==> src/rtl/sprite_blitter_if.sv <==
// Command bus between the game controller and the sprite blitter.
//   master : controller side. Drives cmd_* and samples waitrequest and done.
//   slave  : blitter side. Samples cmd_* and drives waitrequest and done.
// A command transfers in any cycle where cmd_valid=1 and waitrequest=0.
interface sprite_blitter_if #(
  parameter int X_W      = 8,
  parameter int Y_W      = 7,
  parameter int COLOUR_W = 3,
  parameter int S_W      = 6
);
  logic                cmd_valid;
  logic [1:0]          cmd_op;
  logic [X_W-1:0]      cmd_x;
  logic [Y_W-1:0]      cmd_y;
  logic [X_W-1:0]      cmd_w;
  logic [Y_W-1:0]      cmd_h;
  logic [COLOUR_W-1:0] cmd_colour;
  logic [S_W-1:0]      cmd_sprite;
  logic                cmd_transp;
  logic                waitrequest;
  logic                done;

  modport master (
    output cmd_valid, cmd_op, cmd_x, cmd_y, cmd_w, cmd_h,
           cmd_colour, cmd_sprite, cmd_transp,
    input  waitrequest, done
  );

  modport slave (
    input  cmd_valid, cmd_op, cmd_x, cmd_y, cmd_w, cmd_h,
           cmd_colour, cmd_sprite, cmd_transp,
    output waitrequest, done
  );
endinterface

==> src/rtl/sprite_blitter.sv <==
// Pixel-plotting engine that sits between the game controller and the VGA adapter.
// It takes one command at a time (CLEAR, RECT, SPRITE) and emits one pixel per
// cycle in raster order on the vga_* plot interface.
// Ports:
//   clk, rst_n  : clock; synchronous active-low reset
//   cmd         : command bus (slave modport); waitrequest and done are outputs
//   rom_addr    : sprite ROM address; rom_q returns the data one cycle later
//   rom_q       : sprite ROM data
//   vga_x/vga_y : plot coordinates; vga_colour : plot colour; vga_plot : strobe
module sprite_blitter #(
  parameter int SCREEN_W   = 160,
  parameter int SCREEN_H   = 120,
  parameter int SPR_W      = 11,
  parameter int SPR_H      = 16,
  parameter int N_SPR      = 53,
  parameter int BACK_IDX   = 52,
  parameter int COLOUR_W   = 3,
  parameter int TRANSP_KEY = 0,
  parameter int X_W        = $clog2(SCREEN_W),
  parameter int Y_W        = $clog2(SCREEN_H),
  parameter int S_W        = $clog2(N_SPR),
  parameter int A_W        = $clog2(N_SPR*SPR_W*SPR_H)
) (
  input  logic                clk,
  input  logic                rst_n,
  sprite_blitter_if.slave     cmd,
  output logic [A_W-1:0]      rom_addr,
  input  logic [COLOUR_W-1:0] rom_q,
  output logic [7:0]          vga_x,
  output logic [6:0]          vga_y,
  output logic [COLOUR_W-1:0] vga_colour,
  output logic                vga_plot
);

  // One extra bit on the scan coordinates lets regions run past the screen
  // edge without wrapping, so clipping is a plain magnitude compare.
  localparam int XS_W    = X_W + 1;
  localparam int YS_W    = Y_W + 1;
  localparam int SPR_PIX = SPR_W * SPR_H;

  localparam logic [1:0] OP_CLEAR  = 2'd0;
  localparam logic [1:0] OP_RECT   = 2'd1;
  localparam logic [1:0] OP_SPRITE = 2'd2;

  typedef enum logic [1:0] {IDLE, FILL, SPRITE, FINISH} state_t;

  state_t              state, state_d;
  logic                busy, busy_d;
  logic                done_q, done_d;
  logic                transp, transp_d;
  logic [XS_W-1:0]     sx, sx_d, x0, x0_d, x_end, x_end_d;
  logic [YS_W-1:0]     sy, sy_d, y_end, y_end_d;
  logic [A_W-1:0]      rom_addr_p0, rom_addr_d;
  logic                vld_p1, vld_d;
  logic                src_rom_p1, src_rom_d;
  logic [XS_W-1:0]     disp_x_p1, disp_x_d;
  logic [YS_W-1:0]     disp_y_p1, disp_y_d;
  logic [COLOUR_W-1:0] colour_hold, colour_hold_d;

  logic                empty;
  logic [XS_W-1:0]     org_x, ext_w;
  logic [YS_W-1:0]     org_y, ext_h;
  logic [A_W-1:0]      spr_idx, spr_base;
  logic [XS_W-1:0]     nx;
  logic [YS_W-1:0]     ny;
  logic                key_hit;

  // Command decode: region origin/extent, empty detection and sprite base.
  always_comb begin
    org_x = XS_W'(cmd.cmd_x);
    org_y = YS_W'(cmd.cmd_y);
    ext_w = XS_W'(cmd.cmd_w);
    ext_h = YS_W'(cmd.cmd_h);
    empty = 1'b0;
    case (cmd.cmd_op)
      OP_CLEAR: begin
        org_x = '0;
        org_y = '0;
        ext_w = XS_W'(SCREEN_W);
        ext_h = YS_W'(SCREEN_H);
      end
      OP_RECT:   empty = (cmd.cmd_w == '0) || (cmd.cmd_h == '0);
      OP_SPRITE: begin
        ext_w = XS_W'(SPR_W);
        ext_h = YS_W'(SPR_H);
      end
      default:   empty = 1'b1;
    endcase
    spr_idx = A_W'(cmd.cmd_sprite);
    if (spr_idx >= A_W'(N_SPR))
      spr_idx = A_W'(BACK_IDX);
    // Only multiply in the design; done once per command, addresses then step by 1.
    spr_base = spr_idx * A_W'(SPR_PIX);
  end

  // Raster successor of the current scan position.
  always_comb begin
    if (sx == x_end) begin
      nx = x0;
      ny = sy + YS_W'(1);
    end else begin
      nx = sx + XS_W'(1);
      ny = sy;
    end
  end

  // Next-state and registered-output logic.
  always_comb begin
    state_d       = state;
    busy_d        = busy;
    done_d        = 1'b0;
    vld_d         = 1'b0;
    src_rom_d     = 1'b0;
    transp_d      = transp;
    sx_d          = sx;
    sy_d          = sy;
    x0_d          = x0;
    x_end_d       = x_end;
    y_end_d       = y_end;
    rom_addr_d    = rom_addr_p0;
    disp_x_d      = disp_x_p1;
    disp_y_d      = disp_y_p1;
    colour_hold_d = vga_colour;

    case (state)
      IDLE: begin
        if (cmd.cmd_valid && !busy) begin
          busy_d   = 1'b1;
          x0_d     = org_x;
          sx_d     = org_x;
          sy_d     = org_y;
          x_end_d  = org_x + ext_w - XS_W'(1);
          y_end_d  = org_y + ext_h - YS_W'(1);
          transp_d = cmd.cmd_transp && (cmd.cmd_op == OP_SPRITE);
          if (empty) begin
            done_d  = 1'b1;
            state_d = FINISH;
          end else if (cmd.cmd_op == OP_SPRITE) begin
            // First cycle only presents the address; pixels trail by one cycle.
            rom_addr_d = spr_base;
            state_d    = SPRITE;
          end else begin
            // Fills show pixel 0 straight out of the accept cycle.
            vld_d         = 1'b1;
            disp_x_d      = org_x;
            disp_y_d      = org_y;
            colour_hold_d = COLOUR_W'(cmd.cmd_colour);
            if (ext_w == XS_W'(1) && ext_h == YS_W'(1)) begin
              done_d  = 1'b1;
              state_d = FINISH;
            end else begin
              state_d = FILL;
            end
          end
        end
      end

      FILL: begin
        vld_d    = 1'b1;
        sx_d     = nx;
        sy_d     = ny;
        disp_x_d = nx;
        disp_y_d = ny;
        if (nx == x_end && ny == y_end) begin
          done_d  = 1'b1;
          state_d = FINISH;
        end
      end

      SPRITE: begin
        // Scan position tracks the address stage; the display stage lags by one.
        vld_d     = 1'b1;
        src_rom_d = 1'b1;
        disp_x_d  = sx;
        disp_y_d  = sy;
        if (sx == x_end && sy == y_end) begin
          done_d  = 1'b1;
          state_d = FINISH;
        end else begin
          sx_d       = nx;
          sy_d       = ny;
          rom_addr_d = rom_addr_p0 + A_W'(1);
        end
      end

      FINISH: begin
        busy_d  = 1'b0;
        state_d = IDLE;
      end

      default: state_d = IDLE;
    endcase
  end

  // Address stage (p0) and display stage (p1) registers.
  always_ff @(posedge clk) begin
    if (!rst_n) begin
      state       <= IDLE;
      busy        <= 1'b0;
      done_q      <= 1'b0;
      transp      <= 1'b0;
      sx          <= '0;
      sy          <= '0;
      x0          <= '0;
      x_end       <= '0;
      y_end       <= '0;
      rom_addr_p0 <= '0;
      vld_p1      <= 1'b0;
      src_rom_p1  <= 1'b0;
      disp_x_p1   <= '0;
      disp_y_p1   <= '0;
      colour_hold <= '0;
    end else begin
      state       <= state_d;
      busy        <= busy_d;
      done_q      <= done_d;
      transp      <= transp_d;
      sx          <= sx_d;
      sy          <= sy_d;
      x0          <= x0_d;
      x_end       <= x_end_d;
      y_end       <= y_end_d;
      rom_addr_p0 <= rom_addr_d;
      vld_p1      <= vld_d;
      src_rom_p1  <= src_rom_d;
      disp_x_p1   <= disp_x_d;
      disp_y_p1   <= disp_y_d;
      colour_hold <= colour_hold_d;
    end
  end

  // rom_q arrives in the display cycle, so sprite colour and the transparency
  // decision come straight from it; colour_hold keeps the last colour when idle.
  assign key_hit    = transp && (rom_q == COLOUR_W'(TRANSP_KEY));
  assign vga_colour = src_rom_p1 ? rom_q : colour_hold;
  assign vga_plot   = vld_p1
                   && (disp_x_p1 < XS_W'(SCREEN_W))
                   && (disp_y_p1 < YS_W'(SCREEN_H))
                   && !(src_rom_p1 && key_hit);
  assign vga_x      = 8'(disp_x_p1);
  assign vga_y      = 7'(disp_y_p1);
  assign rom_addr   = rom_addr_p0;

  assign cmd.waitrequest = busy;
  assign cmd.done        = done_q;

endmodule

==> src/flat_wrapper.sv <==
// flat-port wrapper written by rule: the top's interface ports become plain ports
module sprite_blitter_flat 
#(
  parameter int SCREEN_W   = 160,
  parameter int SCREEN_H   = 120,
  parameter int SPR_W      = 11,
  parameter int SPR_H      = 16,
  parameter int N_SPR      = 53,
  parameter int BACK_IDX   = 52,
  parameter int COLOUR_W   = 3,
  parameter int TRANSP_KEY = 0,
  parameter int X_W        = $clog2(SCREEN_W),
  parameter int Y_W        = $clog2(SCREEN_H),
  parameter int S_W        = $clog2(N_SPR),
  parameter int A_W        = $clog2(N_SPR*SPR_W*SPR_H)
)
  (clk, rst_n, rom_addr, rom_q, vga_x, vga_y, vga_colour, vga_plot, cmd_cmd_valid, cmd_cmd_op, cmd_cmd_x, cmd_cmd_y, cmd_cmd_w, cmd_cmd_h, cmd_cmd_colour, cmd_cmd_sprite, cmd_cmd_transp, cmd_waitrequest, cmd_done);
  sprite_blitter_if #(.X_W(X_W), .Y_W(Y_W), .COLOUR_W(COLOUR_W), .S_W(S_W)) cmd_i ();
  input  logic clk;
  input  logic rst_n;
  output logic [A_W-1:0] rom_addr;
  input  logic [COLOUR_W-1:0] rom_q;
  output logic [7:0] vga_x;
  output logic [6:0] vga_y;
  output logic [COLOUR_W-1:0] vga_colour;
  output logic vga_plot;
  input wire logic [$bits(cmd_i.cmd_valid)-1:0] cmd_cmd_valid;
  input wire logic [$bits(cmd_i.cmd_op)-1:0] cmd_cmd_op;
  input wire logic [$bits(cmd_i.cmd_x)-1:0] cmd_cmd_x;
  input wire logic [$bits(cmd_i.cmd_y)-1:0] cmd_cmd_y;
  input wire logic [$bits(cmd_i.cmd_w)-1:0] cmd_cmd_w;
  input wire logic [$bits(cmd_i.cmd_h)-1:0] cmd_cmd_h;
  input wire logic [$bits(cmd_i.cmd_colour)-1:0] cmd_cmd_colour;
  input wire logic [$bits(cmd_i.cmd_sprite)-1:0] cmd_cmd_sprite;
  input wire logic [$bits(cmd_i.cmd_transp)-1:0] cmd_cmd_transp;
  output wire logic [$bits(cmd_i.waitrequest)-1:0] cmd_waitrequest;
  output wire logic [$bits(cmd_i.done)-1:0] cmd_done;
  assign cmd_i.cmd_valid = cmd_cmd_valid;
  assign cmd_i.cmd_op = cmd_cmd_op;
  assign cmd_i.cmd_x = cmd_cmd_x;
  assign cmd_i.cmd_y = cmd_cmd_y;
  assign cmd_i.cmd_w = cmd_cmd_w;
  assign cmd_i.cmd_h = cmd_cmd_h;
  assign cmd_i.cmd_colour = cmd_cmd_colour;
  assign cmd_i.cmd_sprite = cmd_cmd_sprite;
  assign cmd_i.cmd_transp = cmd_cmd_transp;
  assign cmd_waitrequest = cmd_i.waitrequest;
  assign cmd_done = cmd_i.done;
  sprite_blitter #(.SCREEN_W(SCREEN_W), .SCREEN_H(SCREEN_H), .SPR_W(SPR_W), .SPR_H(SPR_H), .N_SPR(N_SPR), .BACK_IDX(BACK_IDX), .COLOUR_W(COLOUR_W), .TRANSP_KEY(TRANSP_KEY), .X_W(X_W), .Y_W(Y_W), .S_W(S_W), .A_W(A_W)) u_core (.clk(clk), .rst_n(rst_n), .cmd(cmd_i), .rom_addr(rom_addr), .rom_q(rom_q), .vga_x(vga_x), .vga_y(vga_y), .vga_colour(vga_colour), .vga_plot(vga_plot));
endmodule
==> config.mk <==
export PLATFORM = sky130hd
export DESIGN_NAME = sprite_blitter_flat
export DESIGN_NICKNAME = d
export VERILOG_FILES = /design/src/rtl/sprite_blitter_if.sv /design/src/rtl/sprite_blitter.sv /design/src/flat_wrapper.sv
export SDC_FILE = /design/constraint.sdc
export NUM_CORES = 1
export LEC_CHECK = 0
export ABC_AREA = 0
export CORE_UTILIZATION = 60
export DETAILED_ROUTE_END_ITERATION = 6
export PLACE_DENSITY_LB_ADDON = 0.15
export SLEW_MARGIN = 20
export SYNTH_ARGS = -nofsm -noshare
export SYNTH_HDL_FRONTEND = slang
export SYNTH_SLANG_ARGS = --single-unit
==> constraint.sdc <==
create_clock -name clk -period 5.1 [get_ports clk]
set_input_delay 1.02 -clock clk [delete_from_list [all_inputs] [get_ports clk]]
set_output_delay 1.02 -clock clk [all_outputs]
set_load 0.02 [all_outputs]
# Word level (Yosys, flattened, before mapping)
# Cells that the tools add are included.
[word_totals] register_bits=84 in_bits=48 output_inout_bits=35 word_cells=126
[op_classes] n_addsub=7 n_mul=1 magnitude_cmp=3 n_eq_ne=18 mux=53 n_reduce_logical=29
[op_table] cell="$mux 14" n=4
[op_table] cell="$mux 8" n=7
[op_table] cell="$mux 9" n=6
[op_table] cell="$pmux 9 s3" n=2
[op_table] cell="$pmux 8 s3" n=2
[op_table] cell="$pmux 14 s2" n=1
[op_table] cell="$eq 9x9->1" n=2
[op_table] cell="$eq 8x8->1" n=2
[op_table] cell="$pmux 8 s2" n=1
[op_table] cell="$mux 3" n=5
[op_table] cell="$add 14x1->14 const B" n=1
[op_table] cell="$pmux 7 s2" n=1
[op_table] cell="$mux 2" n=6
[op_table] cell="$mux 1" n=11
[op_table] cell="$logic_and 1x1->1" n=10
[op_table] cell="$mul 6x4->10 const B" n=1
[op_table] cell="$add 8x8->9" n=1
[op_table] cell="$add 9x1->9 const B" n=1
[op_table] cell="$lt 9x8->1 const B" n=1
[op_table] cell="$sub 9x1->9 const B" n=1
[op_table] cell="$add 7x7->8" n=1
[op_table] cell="$add 8x1->8 const B" n=1
[op_table] cell="$eq 8x1->1 const B" n=1
[op_table] cell="$logic_not 8->1" n=1
[op_table] cell="25 further kinds" n=41

# Logic depth before layout (Yosys ltp)
# Gate-level depths: netlist (run 1).
[depth] word_depth=9 ltp_mapped=17 ltp_nobuf=15

# Least setup slack after synthesis (run 1)
# No wires, ideal clock.
[synth_timing] path_kind="input -> register" startpoint="input port cmd_cmd_op[0]" endpoint="register u_core.x_end[8]" setup_time_ns=0.131 arrival_ns=3.487 required_ns=4.969 slack_ns=1.482 cell_stages=15 n_path_buf=2 cell_sequence="or2_2 clkbuf_1 clkbuf_1 nand2_1 ha_1 inv_1 ha_1 a21o_1 a21oi_1 o21bai_1 a21oi_1 o21bai_1 a21oi_1 xor2_1 o31ai_1"
[synth_between] elab_chain_cells=4 elab_cells_between_ends=6 classes_between="add/sub (2); eq/ne (1); mux (2); reduce/logical (1)"
[synth_lines] element="from (decl)" line_no="flat_wrapper.sv:28" source="input wire logic [$bits(cmd_i.cmd_op)-1:0] cmd_cmd_op;"
[synth_lines] element="$eq 2x2->1 or $logic_not 2->1 (tied branches)" line_no="sprite_blitter.sv:75" source="case (cmd.cmd_op)"
[synth_lines] element="$pmux 8 s2 or $mux 8 (tied branches)" line_no="sprite_blitter.sv:75"
[synth_lines] element="$add 8x8->9 (*)" line_no="sprite_blitter.sv:132" source="x_end_d = org_x + ext_w - XS_W'(1);"
[synth_lines] element="$sub 9x1->9 (*)" line_no="sprite_blitter.sv:132"
[synth_lines] element="to (signal assigned)" line_no="sprite_blitter.sv:221" source="x_end <= x_end_d;"
[synth_lines] element="to (decl)" line_no="sprite_blitter.sv:51" source="logic [XS_W-1:0] sx, sx_d, x0, x0_d, x_end, x_end_d;"
# Mark *: on every way between the ends. The rest lies on a longest branch, timed or not.
# A chain may end at the register's enable or synchronous reset.

# Worst setup path after layout (run 1)
[layout_timing] startpoint="input port cmd_cmd_sprite[4]" endpoint="register u_core.rom_addr_p0[13], in the netlist u_core.rom_addr[13]"
[layout_between] elab_chain_cells=7
[layout_lines] element="from (decl)" line_no="flat_wrapper.sv:34" source="input wire logic [$bits(cmd_i.cmd_sprite)-1:0] cmd_cmd_sprite;"
[layout_lines] element="$ge 6x6->1" line_no="sprite_blitter.sv:90" source="if (spr_idx >= A_W'(N_SPR))"
[layout_lines] element="$mux 6 (*)" line_no="sprite_blitter.sv:90"
[layout_lines] element="$mul 6x4->10 (*)" line_no="sprite_blitter.sv:93" source="spr_base = spr_idx * A_W'(SPR_PIX);"
[layout_lines] element="$mux 14 (*)" line_no="sprite_blitter.sv:138" source="end else if (cmd.cmd_op == OP_SPRITE) begin"
[layout_lines] element="$mux 14 (*)" line_no="sprite_blitter.sv:135" source="if (empty) begin"
[layout_lines] element="$mux 14 (*)" line_no="sprite_blitter.sv:127" source="if (cmd.cmd_valid && !busy) begin"
[layout_lines] element="$pmux 14 s2 (*)" line_no="sprite_blitter.sv:125" source="case (state)"
[layout_lines] element="to (signal assigned)" line_no="sprite_blitter.sv:223" source="rom_addr_p0 <= rom_addr_d;"
[layout_lines] element="to (decl)" line_no="sprite_blitter.sv:53" source="logic [A_W-1:0] rom_addr_p0, rom_addr_d;"
# Mark *: on every way between the ends. The rest lies on a longest branch, timed or not. The select of a mux whose other input is x is not followed.

==> results of run 1 <==
tightest hold or removal path, cell delays in order, from the launching register on:
cell	delay, ns
sky130_fd_sc_hd__dfxtp_1	0.32
sky130_fd_sc_hd__nand2_1	0.05
sky130_fd_sc_hd__a21oi_1	0.05
metrics by stage:
step                area (µm²)  std cells  util [%]  power, W  worst slack [ns]
finish                    7540       1046      69.6   0.00393              1.13
global route              7540       1046      69.6   0.00419             0.797
CTS                       7540       1046      69.6   0.00389              1.11
detailed placement        7310       1030      67.5   0.00332             0.708
global placement          7310       1030      67.5   0.00327             0.854
floorplan                 6660        876         -   0.00278              1.48
cell type report:
class	count	area, µm²
clock buffers	9	124
clock inverters	7	105
fillers	902	3300
inverters	59	221
multi-input cells	656	4360
flip-flops and latches	83	1660
well taps	140	175
repair buffers	92	896
layout by cell type, fill, tap and decap left out, types with 7 or more instances in the layout:
cell type,n
sky130_fd_sc_hd__and2_1,12
sky130_fd_sc_hd__a21oi_1,104
sky130_fd_sc_hd__nand3_1,32
sky130_fd_sc_hd__ha_1,51
sky130_fd_sc_hd__mux2i_1,12
sky130_fd_sc_hd__a211oi_1,24
sky130_fd_sc_hd__nor3_1,19
sky130_fd_sc_hd__a21o_1,15
sky130_fd_sc_hd__nand2_1,94
sky130_fd_sc_hd__clkdlybuf4s50_1,82
sky130_fd_sc_hd__mux2_2,7
sky130_fd_sc_hd__nand4_1,11
sky130_fd_sc_hd__clkbuf_8,9
sky130_fd_sc_hd__xnor2_1,27
sky130_fd_sc_hd__xor2_1,19
sky130_fd_sc_hd__and3_1,11
sky130_fd_sc_hd__buf_4,10
sky130_fd_sc_hd__dfxtp_1,83
sky130_fd_sc_hd__nor2_1,75
sky130_fd_sc_hd__o21ai_0,23
sky130_fd_sc_hd__inv_1,57
sky130_fd_sc_hd__nor4_1,8
path summary, 6_finish.rpt:
kind	from	slack [ns]	end
worst max-delay path	cmd_cmd_sprite[4]	1.13	u_core.rom_addr[13]
worst min-delay path	u_core.transp	0.47	u_core.transp
worst max register to register	u_core.sx[0]	1.89	u_core.sy[2]
worst min register to register	u_core.transp	0.47	u_core.transp
power by group through the flow:
stage	registers [W]	logic, W	clock network (W)
floorplan	0.000988	0.00180	0
global placement	0.00108	0.00219	0
detailed placement	0.00109	0.00223	0
CTS	0.00107	0.00224	0.000570
global route	0.00111	0.00248	0.000597
finish	0.00108	0.00228	0.000567
metal layers:
layer	GRT usage [%]	share of wire, %	up-vias
met5	0	0	-
met4	19.0	4.0	0
met3	6.30	8.6	61
met2	55.2	44	331
met1	47.9	43	3022
li1	-	-	3119
cells by family (layout without fill, tap and decap cells):
group / after synthesis / count (layout) / synth area share (%)
xor+xnor: 52 / 52 / 7.51
fa+ha+maj: 56 / 56 / 11.1
simple gates: 294 / 294 / 21.3
buf+inv: 137 / 167 / 9.63
compound gates: 234 / 234 / 22.4
mux: 20 / 20 / 3.15
flops: 83 / 83 / 24.9
registers in the layout (all words and copies together), names as in the netlist:
name	flops
u_core.src_rom_p1	1
u_core.cmd.done	1
u_core.transp	1
u_core.x_end	9
u_core.colour_hold	3
u_core.vld_p1	1
u_core.disp_x_p1	9
u_core.disp_y_p1	8
u_core.y_end	8
u_core.cmd.waitrequest	1
u_core.rom_addr	14
u_core.state	2
u_core.x0	8
u_core.sx	9
u_core.sy	8
==> results.toml, run 1 <==
[floorplanning]
floorplan.die.width_um = 107
floorplan.initialDensity_pct = 61.5
fp.dieH_um = 107
rows = 38
design.die.area_mm2 = 0.0115
core_mm2 = 0.0108
pin_count = 83

[yosys]
number_of_enable_flip_flop_cells_after_synthesis = 0
synth.lib_cells_used.distinct = 69
ys_seq_elements = 83
ys_dominant_reg_cell = "sky130_fd_sc_hd__dfxtp_1"
synth_largest_area_cell = "sky130_fd_sc_hd__dfxtp_1"
synth.top_cells.by_area = "sky130_fd_sc_hd__dfxtp_1, sky130_fd_sc_hd__ha_1, sky130_fd_sc_hd__a21oi_1"
ys_async_sr_fraction_pct = 0
synthesis.instances = 876
yosys-top-cells-count = "sky130_fd_sc_hd__a21oi_1, sky130_fd_sc_hd__nand2_1, sky130_fd_sc_hd__dfxtp_1, sky130_fd_sc_hd__nor2_1, sky130_fd_sc_hd__inv_1"
ys_seq_area_share_pct = 24.9
synth.net_count = 980
post-synth-top-count-cell = "sky130_fd_sc_hd__a21oi_1"
yosysWarnings = 0
syn_area_per_cell_um2 = 7.61
netlist.area_leader.share_pct = 24.9
mappedNetlistArea_mm2 = 0.00666

[clocking]
cts.htree.levels = 3
cts_inserted_buffers = 9
clk_latency_ns = 0.39
tritoncts = "done"
clock-root-buffer = "sky130_fd_sc_hd__clkbuf_8"
clk_pin_slew_ns = 0.09
cts_num_sinks = 83
max-clock-path-buffers = 2
cts_hold_buf = 0
postCtsSetupRepairBufs = 0
post_cts_resize_count = 0

[sta]
finalCritPeriodShare_pct = 77.9
hold_viol = 0
layout_min_cycle_time_ns = 3.97
worst_slew_pin_slew_ns = 1.06
setup_tns_ns = 0
max_clock_freq_mhz = 252
holdWs_ns = 0.470
timing.final.setup_violations = 0
rsz0062_at_grt = "no"
worst_slew_margin_rel_pct = 29.1
fin_worst_skew_ns = 0.0121
finalMaxSlewViolations = 0

[detailed_routing]
drtPass1Iterations = 5
routedWlPerCell_um = 19.0
vias = 6533
drc_errors = 0
routed_via_density = 6.25
detail_route.iter0.violations = 743
routed_wirelength_mm = 19.9
drtAntennaViolNets = 0

[pwr]
power_leakage_nw = 3.07
intPower_w = 0.00200
ir_drop_mv = 0.366
share_seq_of_total_power_pct = 27.5
switching_share_pct = 49.0
power.clock.fraction_pct = 14.4
power.share.combinational_pct = 58.1
power.net_switching_w = 0.00193
powerDensity_mw_per_mm2 = 521

[global_route]
first_pass_grt_wire_length_mm = 32.0
number_of_antenna_violations_at_the_first_check_in_global_routing = 0
grt.total_usage_pct = 35.9
largest_net_degree_at_the_start_of_global_routing = 46
grt_pass1_vias = 6133
gr-total-overflow = 0

[worst_setup_path]
timing.critical_path.from_type = "input pin"
worst_ep_arrival_time_ns = 4.26
critical_path_class = "input pin to flop"
worst-path-max-fanout = 7
crit_required_ns = 5.39
max_stage_delay_on_crit_path_ns = 0.54
critical_path.top_delay_family = "compound AO/OA/AOI/OAI gates"
critical_path.cell_chain = "clkdlybuf4s50_1, a21boi_0, ha_1, fa_1, ha_1, a21oi_1, o21bai_1, a21oi_1, o21bai_1, a21oi_1, o22ai_1, a31o_2"
timing.reg2reg.worst_path_depth = 8
critical_path_depth = 12
crit_slowest_cell = "sky130_fd_sc_hd__clkdlybuf4s50_1"
critical_path.n_buffers_inverters = 1
timing.critical_path.to_type = "flop"
critical-path-top-cell-by-count = "sky130_fd_sc_hd__a21oi_1"

[place]
gp_congestion = 0.948
dp.final_hpwl_mm = 15.0
placement.io_buffers = 82

[final_layout]
layout_net_count = 1005
synthToLayoutAreaGrowth_pct = 13.2
drive_gt1_share_pct = 6.51
antennaDiodeCount = 0

[min_path]
holdPathStages = 2
min-delay-path-class = "flop to flop"

[status]
run_status = "completed"

[job]
cap_viol_max_count = 0
Note: power is estimated with default switching activity, not from simulation.
==> run 2, diff against run 1 <==
--- a/config.mk
+++ b/config.mk
@@ -6,7 +6,7 @@
 export NUM_CORES = 1
 export LEC_CHECK = 0
 export ABC_AREA = 0
-export CORE_UTILIZATION = 60
+export CORE_UTILIZATION = 57
 export DETAILED_ROUTE_END_ITERATION = 6
 export PLACE_DENSITY_LB_ADDON = 0.15
 export SLEW_MARGIN = 20
==> constraint.sdc (replaced) <==
create_clock -name clk -period 4 [get_ports clk]
set_input_delay 0.8 -clock clk [delete_from_list [all_inputs] [get_ports clk]]
set_output_delay 0.8 -clock clk [all_outputs]
set_load 0.02 [all_outputs]
==> results.toml, run 2 (synthesis results as in run 1) <==
[status]
run_status = "completed"

[sta]
layout_min_cycle_time_ns = 3.62
worst_slew_pin_slew_ns = 1.12
finalCritPeriodShare_pct = 90.6
max_clock_freq_mhz = 276
holdWs_ns = 0.458
rsz0062_at_grt = "no"
fin_worst_skew_ns = 0.00767
finalMaxSlewViolations = 0
timing.final.setup_violations = 0
setup_tns_ns = 0
hold_viol = 0
worst_slew_margin_rel_pct = 25.0

[detailed_routing]
routedWlPerCell_um = 19.1
routed_via_density = 6.19
vias = 6547
drc_errors = 0
routed_wirelength_mm = 20.2
drtAntennaViolNets = 0
drtPass1Iterations = 6
detail_route.iter0.violations = 698

[clocking]
clk_latency_ns = 0.35
max-clock-path-buffers = 2
cts_num_sinks = 83
clock-root-buffer = "sky130_fd_sc_hd__clkbuf_16"
postCtsSetupRepairBufs = 0
clk_pin_slew_ns = 0.07
tritoncts = "done"
cts.htree.levels = 3
cts_inserted_buffers = 9
post_cts_resize_count = 0
cts_hold_buf = 0

[final_layout]
layout_commonest_cell = "sky130_fd_sc_hd__a21oi_1"
antennaDiodeCount = 0
synthToLayoutAreaGrowth_pct = 15.4
drive_gt1_share_pct = 7.33
layout_net_count = 1013
most-common-layout-cells = "sky130_fd_sc_hd__a21oi_1, sky130_fd_sc_hd__nand2_1, sky130_fd_sc_hd__dfxtp_1"
largest_register_ff_count = 14

[global_route]
first_pass_grt_wire_length_mm = 31.6
grt_pass1_vias = 6153
grt.total_usage_pct = 34.6
gr-total-overflow = 0
number_of_antenna_violations_at_the_first_check_in_global_routing = 1
largest_net_degree_at_the_start_of_global_routing = 66

[floorplanning]
pin_count = 83
fp.dieH_um = 110
core_mm2 = 0.0114
floorplan.die.width_um = 110
rows = 39
design.die.area_mm2 = 0.0121
floorplan.initialDensity_pct = 58.4

[worst_setup_path]
timing.reg2reg.setup_slack_ns = 0.94
worst_ep_arrival_time_ns = 3.87
timing.reg2reg.worst_path_depth = 8
worst-path-max-fanout = 4
r2r-start = "u_core.sx[0]"
timing.critical_path.to_type = "flop"
timing.critical_path.from_type = "input pin"
crit_required_ns = 4.25
critical_path_class = "input pin to flop"
crit-reg2reg-capture = "u_core.state[1]"

[place]
gp_congestion = 0.898
placement.io_buffers = 82
dp.final_hpwl_mm = 14.9

[min_path]
min_delay_worst_endpoint = "u_core.transp"
holdPathStages = 2
min-delay-start = "u_core.transp"
min-delay-path-class = "flop to flop"

[pwr]
powerDensity_mw_per_mm2 = 667
ir_drop_mv = 0.493
power_leakage_nw = 3.14

[job]
cap_viol_max_count = 0
## run 2: cell types whose count changed in the layout (fill, tap and decap cells not counted), sizes merged
cell      delta
buf          +8
bufinv       -2
clkinv       +1
clkinvlp     +1
## run 2: worst max-delay path, stage by stage
cell                              delay (ns)
sky130_fd_sc_hd__clkdlybuf4s50_1        0.52
sky130_fd_sc_hd__o211ai_1               0.12
sky130_fd_sc_hd__and2_1                 0.21
sky130_fd_sc_hd__ha_1                   0.30
sky130_fd_sc_hd__fa_1                   0.47
sky130_fd_sc_hd__ha_1                   0.35
sky130_fd_sc_hd__a21oi_1                0.21
sky130_fd_sc_hd__o21bai_1               0.09
sky130_fd_sc_hd__a21oi_1                0.24
sky130_fd_sc_hd__o21bai_1               0.09
sky130_fd_sc_hd__a21oi_1                0.14
sky130_fd_sc_hd__o22ai_1                0.08
sky130_fd_sc_hd__a31o_2                 0.25
## run 2: worst max-delay path by stage
stage / to / slack, ns / startpoint / cells past startpoint
finish: u_core.rom_addr[13] / 0.38 / cmd_cmd_sprite[4] / 13
global route: u_core.rom_addr[13] / 0.10 / cmd_cmd_sprite[3] / 13
CTS: u_core.rom_addr[13] / 0.36 / cmd_cmd_sprite[4] / 13
detailed placement: u_core.rom_addr[13] / 0.003 / cmd_cmd_sprite[4] / 13
global placement: u_core.rom_addr[13] / 0.07 / cmd_cmd_sprite[4] / 13
floorplan: u_core.x_end[8] / 0.60 / cmd_cmd_op[0] / 15
## run 2: cell type report
class,count,area (µm²)
Timing Repair Buffer,100,981
Clock inverter,7,58.8
Tap cell,143,179
Sequential cell,83,1660
Fill cell,982,3730
Clock buffer,9,225
Multi-Input combinational cell,656,4360
Inverter,59,221
## run 2: per-layer routing
| metal | global-route usage, % | share of wire, % | up-vias |
|---|---|---|---|
| met4 | 14.8 | 3.2 | 0 |
| met3 | 7.29 | 7.2 | 58 |
| met1 | 45.0 | 44 | 3084 |
| li1 | - | - | 3129 |
| met5 | 0 | 0 | - |
| met2 | 55.4 | 46 | 276 |
## run 2: power by group
part | internal, W | switching (W)
Combinational | 0.00115 | 0.00178
Clock | 0.000430 | 0.000386
Sequential | 0.00106 | 0.000323
## run 2: metrics by stage
stage / setup WS (ns) / instance area, µm² / cells / utilization, % / power, W
floorplan: 0.602 / 6660 / 876 / - / 0.00355
global placement: 0.0744 / 7400 / 1041 / 64.8 / 0.00418
detailed placement: 0.00333 / 7400 / 1041 / 64.8 / 0.00424
CTS: 0.358 / 7690 / 1057 / 67.3 / 0.00507
global route: 0.103 / 7690 / 1057 / 67.3 / 0.00546
finish: 0.376 / 7690 / 1057 / 67.3 / 0.00513
